## src/rtl/dual_lane_stall_pipeline.sv

```systemverilog
// Two DEPTH-stage add lanes with a shared stall/flush; results appear DEPTH cycles after acceptance.
// Backpressure: stall freezes every stage and masks valid, so a held result is delivered once after the stall.
module dual_lane_stall_pipeline #(
  parameter int DW    = 32,
  parameter int DEPTH = 4,
  parameter int STEP1 = 1,
  parameter int CNTW  = 16
) (
  input  logic            clk,
  input  logic            reset_n,
  input  logic            stall,
  input  logic            flush,
  input  logic [DW-1:0]   in_data_1,
  input  logic [DW-1:0]   in_data_2,
  input  logic [1:0]      in_valid,
  output logic            in_ready,
  output logic [DW-1:0]   pipeline1_outputs,
  output logic [DW-1:0]   pipeline2_outputs,
  output logic [1:0]      valid,
  output logic            busy,
  output logic [3:0]      occupancy_1,
  output logic [3:0]      occupancy_2,
  output logic [CNTW-1:0] stall_cycles
);

  logic [DEPTH-1:0][DW-1:0] d1_q, d1_n, d2_q, d2_n;
  logic [DEPTH-1:0]         v1_q, v1_n, v2_q, v2_n;
  logic                     advance;

  function automatic logic [3:0] popcnt(input logic [DEPTH-1:0] v);
    logic [3:0] cnt;
    cnt = '0;
    for (int i = 0; i < DEPTH; i++) cnt = cnt + {3'b000, v[i]};
    return cnt;
  endfunction

  assign advance = ~stall & ~flush;
  assign in_ready = advance;

  // Data shifts regardless of valid; bubbles ride along as v=0.
  always_comb begin
    d1_n = d1_q;
    d2_n = d2_q;
    v1_n = v1_q;
    v2_n = v2_q;
    if (flush) begin
      v1_n = '0;
      v2_n = '0;
    end else if (!stall) begin
      v1_n    = {v1_q[DEPTH-2:0], in_valid[0]};
      v2_n    = {v2_q[DEPTH-2:0], in_valid[1]};
      d1_n[0] = in_data_1 + DW'(STEP1);
      d2_n[0] = in_data_2 + DW'(1);
      for (int i = 1; i < DEPTH; i++) begin
        d1_n[i] = d1_q[i-1] + DW'(STEP1);
        d2_n[i] = d2_q[i-1] + DW'(i + 1);
      end
    end
  end

  always_ff @(posedge clk or negedge reset_n) begin
    if (!reset_n) begin
      d1_q         <= '0;
      d2_q         <= '0;
      v1_q         <= '0;
      v2_q         <= '0;
      occupancy_1  <= '0;
      occupancy_2  <= '0;
      stall_cycles <= '0;
    end else begin
      d1_q        <= d1_n;
      d2_q        <= d2_n;
      v1_q        <= v1_n;
      v2_q        <= v2_n;
      occupancy_1 <= popcnt(v1_n);
      occupancy_2 <= popcnt(v2_n);
      if (stall && busy && !flush && stall_cycles != {CNTW{1'b1}})
        stall_cycles <= stall_cycles + CNTW'(1);
    end
  end

  assign pipeline1_outputs = d1_q[DEPTH-1];
  assign pipeline2_outputs = d2_q[DEPTH-1];
  assign valid             = {v2_q[DEPTH-1], v1_q[DEPTH-1]} & {2{advance}};
  assign busy              = |v1_q | |v2_q;

endmodule
```

## config.mk

```make
export PLATFORM = sky130hd
export DESIGN_NAME = dual_lane_stall_pipeline
export DESIGN_NICKNAME = d
export VERILOG_FILES = /design/src/rtl/dual_lane_stall_pipeline.sv
export SDC_FILE = /design/constraint.sdc
export NUM_CORES = 1
export LEC_CHECK = 0
export BUFFER_PORTS_ARGS = -buffer_cell sky130_fd_sc_hd__buf_4
export CAP_MARGIN = 20
export CORE_MARGIN = 2
export CORE_UTILIZATION = 50
export CTS_CLUSTER_DIAMETER = 150
export CTS_CLUSTER_SIZE = 28
export DETAILED_ROUTE_END_ITERATION = 12
export GPL_ROUTABILITY_DRIVEN = 1
export PLACE_DENSITY_LB_ADDON = 0.1
export SYNTH_ARGS = -nofsm -noshare
export SYNTH_HDL_FRONTEND = slang
export SYNTH_SLANG_ARGS = --single-unit
```

## constraint.sdc

```tcl
create_clock -name clk -period 2.55 [get_ports clk]
set_input_delay 0.3825 -clock clk [delete_from_list [all_inputs] [get_ports clk]]
set_output_delay 0.3825 -clock clk [all_outputs]
set_load 0.01 [all_outputs]
```

# == Word-level counts from Yosys, hierarchy flattened ==
# Cells that the tools add are included.
# word_totals
register_bits,288
latchBits,0
mem_bits_rw,0
rom_bits,0
inputBits,70
output_inout_bits,92
elab_cells,45
memories,0
# classes
addsub,15
multipliers,0
n_div,0
order_cmp,0
eq_ne,1
shifts,0
muxes,4
bitwise_logic,5
n_reduce_logical,7
# ops
cell,count
32-bit by 1-bit adder with 32-bit output (second input constant),5
32-bit by 2-bit adder with 32-bit output (second input constant),2
32-bit by 3-bit adder with 32-bit output (second input constant),1
16-bit by 1-bit adder with 16-bit output (second input constant),1
4-bit two-way mux,4
16-bit inequality test (second input constant),1
3-bit by 1-bit adder with 4-bit output,2
4-bit OR reduction,2
2-bit by 1-bit adder with 3-bit output,2
1-bit by 1-bit adder with 2-bit output,2
1-bit logical AND,3
2-bit AND,1
1-bit inverter,2
2-bit AND reduction,1
1-bit AND,1
1-bit logical NOT,1
1-bit OR,1

# == Logic depth before layout (Yosys ltp) ==
# depth
ltp_word,5
mapped_depth,8
depth_no_buf,6

# == Least setup slack after synthesis ==
# Ideal clock, no wire load.
# synth_timing
path_kind,input to output
startpoint,input port stall
endpoint,output port valid[0]
t_arrival_ps,1803
required_time_ps,2168
slack_ps,365
cell_stages,7
path_buffers,4
cell_sequence,or2_2 clkbuf_1 buf_2 inv_2 clkbuf_1 clkbuf_1 and2_1
# synth_between
elab_chain_len,3
# synth_lines
item,line,source
from (decl),11,"input logic stall,"
1-bit inverter (no source line),-,
1-bit AND,37,assign advance = ~stall & ~flush;
2-bit AND,84,"assign valid = {v2_q[DEPTH-1], v1_q[DEPTH-1]} & {2{advance}};"
to (decl),19,"output logic [1:0] valid,"
# No other way between the ends.

# == Final worst setup path ==
# layout_timing
startpoint,register d2_q[67] in the netlist's numbering
endpoint,register d2_q (netlist bit pipeline2_outputs[30])
# layout_between
elab_chain_len,1
# layout_lines
item,line,source
from (decl),26,"logic [DEPTH-1:0][DW-1:0] d1_q, d1_n, d2_q, d2_n;"
from (signal assigned),72,d2_q <= d2_n;
32-bit by 3-bit adder with 32-bit output,56,d2_n[i] = d2_q[i-1] + DW'(i + 1);
# No other way between the ends.
# A chain may end at the register's enable or synchronous reset.

==> insert_results.sql <==
INSERT INTO impl_metrics (metric_group, metric, value, unit) VALUES
('power_and_ir_drop', 'p_leak', '6.98', 'nW'),
('grt', 'track_usage', '0.218', ''),
('timing', 'final-hold-violation-count', '0', ''),
('drt', 'drt-initial-drc-count', '828', ''),
('final_layout', 'antennaDiodeCount', '0', ''),
('yosys', 'ys_seq_elements', '286', ''),
('grt', 'largest_net_degree_at_the_start_of_global_routing', '114', ''),
('timing', 'finClkSkew', '0.0321', 'ns'),
('drt', 'route.detailed.vias_per_inst', '5.80', ''),
('yosys', 'synth-seq-area-share', '0.441', ''),
('timing', 'worst_slew_pin_slew', '0.707', 'ns'),
('clock_tree', 'clk_path_buf_depth', '3', ''),
('clock_tree', 'worstSkewPairLatency', '0.51', 'ns'),
('placement', 'placed_instance_area', '0.0174', 'mm2'),
('critical_path', 'crit_fanout', '13', ''),
('yosys', 'synth_warnings', '0', ''),
('timing', 'finalMaxSlewViolations', '0', ''),
('final_layout', 'num-nets-final', '1970', ''),
('critical_path', 'worst_setup_path_start_kind', 'register', ''),
('drt', 'wl_per_cell', '15.9', 'um'),
('power_and_ir_drop', 'power.ir.vdd_worst', '0.000398', 'V'),
('clock_tree', 'clkSinkCount', '286', ''),
('critical_path', 'arrival', '2.73', 'ns'),
('timing', 'finalCritPeriodShare', '0.907', ''),
('grt', 'grt_first_pass_wirelength', '61.5', 'mm'),
('critical_path', 'critical_path.endpoint_type', 'register', ''),
('drt', 'dr.pass1.iters', '6', ''),
('clock_tree', 'root_buffer', 'clkbuf_16', ''),
('clock_tree', 'cts_tree', 'built', ''),
('yosys', 'synth_area_leader_cell', 'dfrtp_1', ''),
('final_layout', 'drive_gt1_frac', '0.122', ''),
('power_and_ir_drop', 'power_per_cell_area', '635', 'mW/mm2'),
('yosys', 'synth_area', '0.0162', 'mm2'),
('yosys', 'synth_cell_type_count', '56', ''),
('placement', 'placedCellCount', '2270', ''),
('placement', 'finalWeightedCongestion', '0.862', ''),
('yosys', 'syn_inst', '1846', ''),
('yosys', 'edff_count_synth', '0', ''),
('floorplanning', 'coreArea', '0.0317', 'mm2'),
('floorplanning', 'core.rowCount', '65', ''),
('hold_path', 'hold_path_class', 'input pin to register', ''),
('yosys', 'synth.most_common_cell', 'dfrtp_1', ''),
('final_layout', 'final_design_area_no_fill', '0.0178', 'mm2'),
('timing', 'fmax', '432', 'MHz'),
('floorplanning', 'die_area', '0.0339', 'mm2'),
('timing', 'finalSetupViolations', '0', ''),
('final_layout', 'areaGrowthSynthToFinish', '9.62', '%'),
('final_layout', 'post_layout_nonfiller_instances', '2287', ''),
('yosys', 'ys_top_cells_by_count', '286 x dfrtp_1, 226 x nand2_1, 163 x o21ai_0', ''),
('yosys', 'yosys_most_used_dff', 'dfrtp_1', ''),
('grt', 'grt_antenna_before_repair', '0', ''),
('grt', 'grt_pass1_vias', '12100', ''),
('yosys', 'synth_top_area_share', '0.441', ''),
('placement', 'dp.final_hpwl', '26.9', 'mm'),
('clock_tree', 'h-tree-depth', '1', ''),
('yosys', 'share_of_async_settable_or_async_resettable_flops_after_synthesis', '1.00', ''),
('yosys', 'syn-mean-instance-area', '8.78', 'um2'),
('floorplanning', 'initial_core_util', '0.511', ''),
('critical_path', 'worst_ep_required_time', '2.97', 'ns'),
('drt', 'routed-via-count', '13300', ''),
('timing', 'setup_tns', '0', 'ns'),
('run', 'drv_cap', '0', ''),
('placement', 'port_buffers', '159', ''),
('drt', 'ant_nets', '0', ''),
('outcome', 'outcome', 'completed', ''),
('floorplanning', 'die_h', '184', 'um'),
('grt', 'globalRoute.totalOverflow', '0', ''),
('yosys', 'synthTopCellsByArea', 'dfrtp_1 44%, nand2_1 5.2%, o21ai_0 5.0%', ''),
('critical_path', 'critPathKind', 'register to register', ''),
('clock_tree', 'numCtsBuffers', '14', ''),
('timing', 'final_period_minus_worst_setup_slack', '2.31', 'ns'),
('timing', 'finalHoldWorstSlack', '0.0974', 'ns'),
('clock_tree', 'clk_pin_slew', '0.11', 'ns'),
('timing', 'relative_slew_slack', '0.524', ''),
('timing', 'rsz0062_at_grt', 'no', ''),
('drt', 'post-route-drc-count', '0', ''),
('drt', 'postRouteWirelength', '36.3', 'mm'),
('floorplanning', 'die_x', '184', 'um'),
('floorplanning', 'number_of_top_level_pins', '162', '');
## through the flow
step / total power [W] / setup WS, ns / utilization
finish: 0.0113 / 0.237 / 0.560
global route: 0.0121 / 0.0402 / 0.560
CTS: 0.0114 / 0.245 / 0.560
detailed placement: 0.00885 / 0.172 / 0.547
global placement: 0.00876 / 0.216 / 0.547
floorplan: 0.00788 / 0.365 / -
## final timing paths
path                                       start               endpoint  slack (ns)  cells past startpoint
min reg2reg                pipeline1_outputs[12]  pipeline1_outputs[12]        0.49                      2
max reg2reg                             d2_q[67]  pipeline2_outputs[30]        0.24                      5
max                                     d2_q[67]  pipeline2_outputs[30]        0.24                      5
min                                 in_data_2[0]                d2_q[0]         0.1                      2
min in group asynchronous                reset_n  pipeline2_outputs[19]        0.41                      2
max in group asynchronous                reset_n               d1_q[66]        1.37                      3
## placed cells by master, fill, tap and decap left out, types with 11 or more instances in the layout
master and n:
or4_1 99, and4_1 30, o21ai_0 163, dfrtp_1 286
o31ai_1 78, xor2_1 41, nor4_1 18, and3_1 30
xnor2_1 70, clkbuf_16 15, or3_1 50, nor2_1 151
nand4_1 66, inv_1 40, ha_1 13, buf_4 182
nor3_1 13, nand2_1 226, o211ai_1 11, a31oi_1 126
nand3_1 96
## logic make-up after synthesis
family,synth area share
other cells,0.000231
mux,0.00772
compound gates,0.148
fa+ha+maj,0.0125
xor+xnor,0.0600
flops,0.441
simple gates,0.264
buf+inv,0.0659
## registers in the layout, summed over array words and instances (netlist names)
name	cells
pipeline2_outputs	32
v1_q	4
stall_cycles	16
occupancy_1	3
d2_q	96
d1_q	96
pipeline1_outputs	32
v2_q	4
occupancy_2	3
## metal layers
metal	GRT usage	wire length (um)
met2	0.332	15500
met3	0.0220	1520
met5	0	0
met1	0.338	18900
met4	0.0406	458
## where the power goes
part | leakage, nW | internal (W) | switching, W
Combinational | 3.39 | 0.00118 | 0.00133
Clock | 0.196 | 0.00109 | 0.00145
Sequential | 3.39 | 0.00530 | 0.000938
## worst max-delay path, cell delays in order (launching register included)
cell     delay, ns
dfrtp_1       0.47
ha_1          0.28
nand3_1       0.19
or3_1         0.55
or4_1         0.53
a31oi_1       0.22
## cell type report
class,instances,area (um2)
flip-flops and latches,286,7160
clock buffers,15,375
repair buffers,192,1550
multi-input cells,1350,7990
clock inverters,1,30.0
inverters,41,161
well taps,402,503
fillers,2969,13900
## timing repair
item | CTS | global route
endpoints found under the setup margin | 0 | 0
endpoints found under the hold margin | 55 | 0
resized for setup | 0 | 0
setup buffers | 0 | 0
hold buffers | 1 | 0
No activity file was read; power rests on OpenSTA's default activity.
